### config.mk
export PLATFORM = sky130hd
export DESIGN_NAME = uart_rx
export DESIGN_NICKNAME = d
export VERILOG_FILES = /design/src/rtl/uart_pkg.sv /design/src/rtl/uart_sync.sv /design/src/rtl/uart_rx.sv
export SDC_FILE = /design/constraint.sdc
export NUM_CORES = 1
export LEC_CHECK = 0
export ABC_AREA = 1
export ABC_CLOCK_PERIOD_IN_PS = 2090
export BUFFER_PORTS_ARGS = -buffer_cell sky130_fd_sc_hd__buf_2
export CORE_UTILIZATION = 48
export DETAILED_ROUTE_END_ITERATION = 12
export PLACE_DENSITY_LB_ADDON = 0.1
export SLEW_MARGIN = 20
export SYNTH_ARGS = -nofsm -noshare
export SYNTH_HDL_FRONTEND = slang
export SYNTH_SLANG_ARGS = --single-unit
export TNS_END_PERCENT = 1
### constraint.sdc
create_clock -name clk -period 2.09 [get_ports clk]
set_clock_uncertainty 0.15 [all_clocks]
set_input_delay 0.5225 -clock clk [delete_from_list [all_inputs] [get_ports clk]]
set_output_delay 0.5225 -clock clk [all_outputs]
set_load 0.01 [all_outputs]
### src/rtl/uart_pkg.sv
// Shared UART definitions: receiver state encoding, data width and baud divider helper.
// The PARITY state exists only when UART_RX_PARITY_EN is defined.
package uart_pkg;

    localparam int UART_DATA_BITS = 8;

    typedef enum logic [2:0] {
        ST_IDLE,
        ST_START,
        ST_DATA,
`ifdef UART_RX_PARITY_EN
        ST_PARITY,
`endif
        ST_STOP,
        ST_BREAK
    } uart_rx_state_t;

    // Integer truncation: the residual baud error is absorbed by mid-bit sampling.
    function automatic int clks_per_bit(input int clk_freq, input int baud);
        return clk_freq / baud;
    endfunction

endpackage

### src/rtl/uart_sync.sv
// Two-flop synchronizer for a single asynchronous input; both flops reset to RESET_VAL.
module uart_sync #(
    parameter logic RESET_VAL = 1'b1
) (
    input  logic clk,
    input  logic rst,
    input  logic din,
    output logic dout
);

    logic meta;

    always_ff @(posedge clk or posedge rst) begin
        if (rst) begin
            meta <= RESET_VAL;
            dout <= RESET_VAL;
        end else begin
            meta <= din;
            dout <= meta;
        end
    end

endmodule

### src/rtl/uart_rx.sv
// UART receiver: 8N1 (or 8E1 with UART_RX_PARITY_EN defined) deserializer with a
// valid/ready byte output and one-cycle frame, parity and overrun pulses.
//
// state  | meaning
// -------+-----------------------------------------------------------
// IDLE   | line high, waiting for a falling edge
// START  | counting to start-bit centre to reject glitches
// DATA   | sampling 8 data bits at their centres, LSB first
// PARITY | sampling the even-parity bit
// STOP   | sampling the stop bit; completes or flags the frame
// BREAK  | stop bit was low; wait for the line to return high
module uart_rx
    import uart_pkg::*;
#(
    parameter int CLK_FREQ  = 50_000_000,
    parameter int BAUD_RATE = 115200
) (
    input  logic       clk,
    input  logic       rst,
    input  logic       UART_RX,
    output logic [7:0] rx_data,
    output logic       rx_data_valid,
    input  logic       rx_data_ready,
    output logic       rx_frame_err,
    output logic       rx_parity_err,
    output logic       rx_overrun
);

    localparam int CLKS_PER_BIT = clks_per_bit(CLK_FREQ, BAUD_RATE);
    localparam int HALF_BIT     = CLKS_PER_BIT / 2;
    localparam int CNT_W        = $clog2(CLKS_PER_BIT);

    localparam logic [CNT_W-1:0] FULL_LAST = CNT_W'(CLKS_PER_BIT - 1);
    localparam logic [CNT_W-1:0] HALF_LAST = CNT_W'(HALF_BIT - 1);
    localparam logic [CNT_W-1:0] CNT_ONE   = CNT_W'(1);
    localparam logic [2:0]       LAST_BIT  = 3'(UART_DATA_BITS - 1);

    logic                      line;
    uart_rx_state_t            state_q, state_d;
    logic [CNT_W-1:0]          cnt_q, cnt_d;
    logic [2:0]                bit_q, bit_d;
    logic [UART_DATA_BITS-1:0] shift_q, shift_d;
    logic                      byte_done;
    logic                      frame_bad;
`ifdef UART_RX_PARITY_EN
    logic                      par_q, par_d;
    logic                      parity_bad;
`endif

    uart_sync #(
        .RESET_VAL (1'b1)
    ) u_sync (
        .clk  (clk),
        .rst  (rst),
        .din  (UART_RX),
        .dout (line)
    );

    always_ff @(posedge clk or posedge rst) begin
        if (rst) begin
            state_q <= ST_IDLE;
            cnt_q   <= '0;
            bit_q   <= '0;
            shift_q <= '0;
`ifdef UART_RX_PARITY_EN
            par_q   <= 1'b0;
`endif
        end else begin
            state_q <= state_d;
            cnt_q   <= cnt_d;
            bit_q   <= bit_d;
            shift_q <= shift_d;
`ifdef UART_RX_PARITY_EN
            par_q   <= par_d;
`endif
        end
    end

    always_comb begin
        state_d   = state_q;
        cnt_d     = cnt_q + CNT_ONE;
        bit_d     = bit_q;
        shift_d   = shift_q;
        byte_done = 1'b0;
        frame_bad = 1'b0;
`ifdef UART_RX_PARITY_EN
        par_d      = par_q;
        parity_bad = 1'b0;
`endif
        case (state_q)
            ST_IDLE: begin
                cnt_d = '0;
                if (!line) state_d = ST_START;
            end
            ST_START: begin
                if (cnt_q == HALF_LAST) begin
                    cnt_d = '0;
                    bit_d = '0;
                    state_d = line ? ST_IDLE : ST_DATA;
                end
            end
            ST_DATA: begin
                if (cnt_q == FULL_LAST) begin
                    cnt_d   = '0;
                    shift_d = {line, shift_q[UART_DATA_BITS-1:1]};
                    bit_d   = bit_q + 3'd1;
                    if (bit_q == LAST_BIT) begin
`ifdef UART_RX_PARITY_EN
                        state_d = ST_PARITY;
`else
                        state_d = ST_STOP;
`endif
                    end
                end
            end
`ifdef UART_RX_PARITY_EN
            ST_PARITY: begin
                if (cnt_q == FULL_LAST) begin
                    cnt_d   = '0;
                    par_d   = line;
                    state_d = ST_STOP;
                end
            end
`endif
            ST_STOP: begin
                if (cnt_q == FULL_LAST) begin
                    cnt_d = '0;
                    if (line) begin
                        // Returning to IDLE at stop centre lets a back-to-back start bit be seen.
                        state_d = ST_IDLE;
`ifdef UART_RX_PARITY_EN
                        if (^{shift_q, par_q}) parity_bad = 1'b1;
                        else                   byte_done  = 1'b1;
`else
                        byte_done = 1'b1;
`endif
                    end else begin
                        frame_bad = 1'b1;
                        state_d   = ST_BREAK;
                    end
                end
            end
            ST_BREAK: begin
                cnt_d = '0;
                if (line) state_d = ST_IDLE;
            end
            default: begin
                cnt_d   = '0;
                state_d = ST_IDLE;
            end
        endcase
    end

    always_ff @(posedge clk or posedge rst) begin
        if (rst) begin
            rx_data       <= '0;
            rx_data_valid <= 1'b0;
            rx_frame_err  <= 1'b0;
            rx_overrun    <= 1'b0;
        end else begin
            rx_frame_err <= frame_bad;
            rx_overrun   <= 1'b0;
            if (byte_done && (!rx_data_valid || rx_data_ready)) begin
                rx_data       <= shift_q;
                rx_data_valid <= 1'b1;
            end else begin
                if (byte_done) rx_overrun <= 1'b1;
                if (rx_data_valid && rx_data_ready) rx_data_valid <= 1'b0;
            end
        end
    end

`ifdef UART_RX_PARITY_EN
    always_ff @(posedge clk or posedge rst) begin
        if (rst) rx_parity_err <= 1'b0;
        else     rx_parity_err <= parity_bad;
    end
`else
    assign rx_parity_err = 1'b0;
`endif

endmodule
# --- Word level (Yosys, flattened, before mapping) ---
# Index checks and enable logic that the tools add are counted.
word_totals:
  regBits: 36
  out_inout_bits: 12
classes:
  n_addsub: 2
  n_eq_ne: 13
  mux: 25
  n_reduce_logical: 11
op_table:
  columns: ["operator", "n"]
  rows:
  - ["2-to-1 mux 3 bit", 9]
  - ["2-to-1 mux 9 bit", 2]
  - ["case mux 9 bit (2 select lines)", 1]
  - ["case mux 3 bit (5 select lines)", 1]
  - ["2-to-1 mux 1 bit", 10]
  - ["inequality test 2 bit, second input constant", 5]
  - ["adder 9 x 1 -> 9 bit, second input constant", 1]
  - ["== test 9 x 8 -> 1 bit, second input constant", 1]
  - ["== test 9 bit, second input constant", 1]
  - ["== test 3 x 2 -> 1 bit, second input constant", 2]
  - ["== test 3 bit, second input constant", 2]
  - ["case mux 3 bit (2 select lines)", 1]
  - ["AND reduction 6 bit", 1]
  - ["nonzero test 2 bit", 2]
  - ["adder 3 x 1 -> 3 bit, second input constant", 1]
  - ["== test 3 x 1 -> 1 bit, second input constant", 1]
  - ["logical NOT 3 bit", 1]
  - ["AND reduction 3 bit", 1]
  - ["logical AND 1 bit", 2]
  - ["2-to-1 mux 2 bit", 1]
  - ["inequality test 2 x 1 -> 1 bit, second input constant", 1]
  - ["AND reduction 2 bit", 1]
  - ["OR reduction 2 bit", 1]
  - ["logical NOT 1 bit", 1]
  - ["logical OR 1 bit", 1]

# --- Longest topological paths before layout ---
logic_depth:
  word_depth: 5
  depth_mapped: 10
  mapped_depth_nobuf: 9

# --- Hierarchy ---
# Synthesis repeated with hierarchy kept, for this count alone.
unflattened:
  cells_unflattened: 197
  area_unflattened_um2: 1744.2
modules_own_cells:
  columns: ["mod", "n_inst", "cells_per_inst", "area_per_inst_um2", "seq_area_each_um2"]
  rows:
  - ["uart_rx", 1, 194, 1687.9, 850.8]
  - ["uart_sync", 1, 3, 56.3, 52.6]

# --- Worst setup path before layout ---
# Ideal clock, no wire load.
synth_timing:
  kind: "register to register"
  start: "register cnt_q[1]"
  end: "register rx_data[7]"
  setup_time_ps: 117
  arrival_ps: 1310
  required_time_ps: 1823
  slack_ps: 513
  path_stages_with_launch: 11
  n_path_buf: 1
  path_cell_list: "dfrtp_1 > inv_1 > ha_1 > nand2_1 > nor2_2 > nand2_4 > clkinv_2 > nand4_4 > buf_6 > nand2_2 > o21ai_2"
synth_via:
  elab_chain_len: 4
synth_lines:
  columns: ["item", "line", "rtl"]
  rows:
  - ["from (decl)", "uart_rx.sv:40", "logic [CNT_W-1:0] cnt_q, cnt_d;"]
  - ["from (signal assigned)", "uart_rx.sv:70", "cnt_q <= cnt_d;"]
  - ["== test 9 bit", "uart_rx.sv:126", "if (cnt_q == FULL_LAST) begin"]
  - ["2-to-1 mux 1 bit", "uart_rx.sv:126", null]
  - ["2-to-1 mux 1 bit", "uart_rx.sv:90", "case (state_q)"]
  - ["logical AND 1 bit", "uart_rx.sv:163", "if (byte_done && (!rx_data_valid || rx_data_ready)) begin"]
  - ["to (signal assigned)", "uart_rx.sv:164", "rx_data <= shift_q;"]
  - ["to (decl)", "uart_rx.sv:21", "output logic [7:0] rx_data,"]
# Every way passes these cells.
# A chain may end at the register's enable or synchronous reset.

# --- Worst setup path after layout ---
layout_timing:
  start: "register cnt_q[1]"
  end: "register rx_data[2]"
# Same word-level chain as after synthesis.

==> reports/results.ini <==
[cells_and_area]
nets = 214
finish.utilization = 0.562
final_cell_mix = nand2_1, dfrtp_1, inv_1
layout-drive-gt1-share = 0.233
antenna_cells = 0
fillers = 326
area_delta_synth_final_pct = 11.4
final_common_cell = nand2_1

[route]
wire_per_inst_microns = 10.6
drt_wl_total_mm = 2.67
vias_per_cell = 4.63
drtAntennaViolNets = 0
drtIter0Drc = 61
firstDrtPassIters = 4
num_vias = 1166
route.detailed.drc = 0

[timing]
finalHoldViolCount = 0
fin_crit_ns = 1.75
setup-tns-final_ns = 0
rsz0062_at_grt = false
worst_slack_ns = 0.340
fmax_mhz = 572
finalMaxSlewViolations = 0
setup_viol = 0
fin_crit_sh = 0.837

[global_route]
grt_max_degree = 37
grt_use_total = 0.176
overflow = 0
grt_pass1_wl_mm = 4.71
grt_pass1_vias = 1089
antenna_found_initial = 0

[clock_network]
cts_hold_buf = 0
clock_latency_ns = 0.33
clkSlewWorstSetupHoldPaths_ns = 0.11
cts_root_buf = clkbuf_4
htree_levels = 2
cts_tree = yes
cts_resized = 0
clockBufferDepth = 2
post_cts_buffers = 0
cts.sinks = 36
cts_buffers = 5

[power_and_ir_drop]
pwr-share-clk = 0.399
p_per_area_nw_per_um2 = 640
p_sw_mw = 0.248
leakage_nw = 0.962
pwr-share-comb = 0.016
power.total_mw = 1.20
swShare = 0.206
internal-power_mw = 0.953
seq_power_share = 0.585
ir_drop_mv = 0.598

[yosys]
syn_area_per_cell_sq_um = 9.06
synth-seq-cells = 36
ys_types = 27
synth_top_area_frac = 0.505
yosys-top-cells-area = dfrtp_1, nand2_1, inv_1
syn_nets = 195
seq_area_frac_synth = 0.536
ys_warn_count = 0
syn_inst = 186
synth_area_sq_um = 1690
yosysTopAreaCell = dfrtp_1

[floorplan]
pin_count = 16
die_area_sq_um = 3750
start_util = 0.505
fp.dieW_microns = 61.3
core_area_sq_um = 3340
die_h_microns = 61.3
rows = 21

[critical_path]
slowest_delay_ns = 0.42
critPathKind = reg2reg
critical_path.startpoint_type = flip-flop
arrival_ns = 1.83
cp.required_ns = 2.17
crit_family = simple AND/OR/NAND/NOR gates
critical_path_buf_inv_count = 2
crit_chain = inv_1 -> ha_1 -> nand2_1 -> nor2_2 -> nand2_4 -> clkinv_2 -> nand4_4 -> nand2_1 -> o21ai_2
worst_path_most_repeated_cell = nand2_1
crit_fanout = 17
crit_path_end_kind = flip-flop
slowest_stage = dfrtp_1

[run]
drv_cap = 0

[placement]
dp.final_hpwl_mm = 1.98
pre_cts_ws_ns = 0.334
portBuffers = 14
gp_congestion = 0.797

[min_path]
hold_path.class = in2async

[status]
status = finished clean

==> state kept, by name, summed over array words and instances, names as in the netlist <==
name           flops
rx_overrun         1
u_sync.dout        1
rx_frame_err       1
bit_q              3
shift_q            8
state_q            3
cnt_q              9
u_sync.meta        1
rx_data_valid      1
rx_data            8
==> power by group through the flow <==
stage | clock network [mW] | logic [mW] | registers (mW)
floorplan | 0 | 0.0143 | 0.715
global placement | 0 | 0.0206 | 0.716
detailed placement | 0 | 0.0211 | 0.716
CTS | 0.499 | 0.0211 | 0.702
global route | 0.533 | 0.0239 | 0.703
finish | 0.479 | 0.0197 | 0.702
==> metrics by stage <==
step | hold WS (ns) | cell area [sq um] | instances
floorplan | 0.195 | 1690 | 186
global placement | 0.196 | 1800 | 244
detailed placement | 0.206 | 1800 | 244
CTS | 0.108 | 1880 | 252
global route | 0.0979 | 1880 | 252
finish | 0.113 | 1880 | 252
==> routing by layer <==
layer	track usage	vias up	part of all wire
li1	-	614	-
met1	0.232	530	0.49
met2	0.276	17	0.47
met3	0.0441	5	0.030
met4	0.0779	0	0.016
met5	0	-	0
==> logic make-up (layout without fill, tap and decap cells) <==
| logic type | after synthesis | after routing | synth area share |
|---|---|---|---|
| fa+ha+maj | 5 | 5 | 0.0371 |
| flops | 36 | 36 | 0.536 |
| other cells | 1 | 1 | 0.00223 |
| xor+xnor | 4 | 4 | 0.0208 |
| simple gates | 84 | 84 | 0.229 |
| buf+inv | 33 | 53 | 0.0839 |
| compound gates | 23 | 23 | 0.0913 |
==> worst register-to-register path, cell delays in order (launching register included) <==
cell,delay (ns)
dfrtp_1,0.42
inv_1,0.08
ha_1,0.14
nand2_1,0.06
nor2_2,0.16
nand2_4,0.09
clkinv_2,0.08
nand4_4,0.24
nand2_1,0.17
o21ai_2,0.06
==> cells in the mapped netlist (all sizes together) <==
cell / number
xor2: 3
nor3: 3
ha: 5
o21ai: 18
buf: 4
nand3: 9
a21oi: 4
dfrtp: 34
dfstp: 2
nand4: 3
nand2: 49
xnor2: 1
nor2: 20
inv: 28
clkinv: 1
conb: 1
a31oi: 1
==> cell type report <==
cell class / count / area [sq um] / share of cell area
inverters: 29 / 110 / 0.0587
well taps: 46 / 57.6 / 0.0307
repair buffers: 16 / 85.1 / 0.0453
clock buffers: 5 / 37.5 / 0.0200
flip-flops and latches: 36 / 903 / 0.481
clock inverters: 3 / 42.5 / 0.0227
multi-input cells: 117 / 641 / 0.341
==> worst paths after layout <==
kind                             start           to  slack [ns]  depth (start not counted)
min reg2reg                u_sync.meta  u_sync.dout        0.22                          0
min in group clk               UART_RX  u_sync.meta        0.13                          1
max in group asynchronous          rst  u_sync.dout        1.33                          3
max                           cnt_q[1]   rx_data[2]        0.34                          9
min                                rst   rx_data[4]        0.11                          3
max reg2reg                   cnt_q[1]   rx_data[2]        0.34                          9
Power figures use the tool's default switching activity.
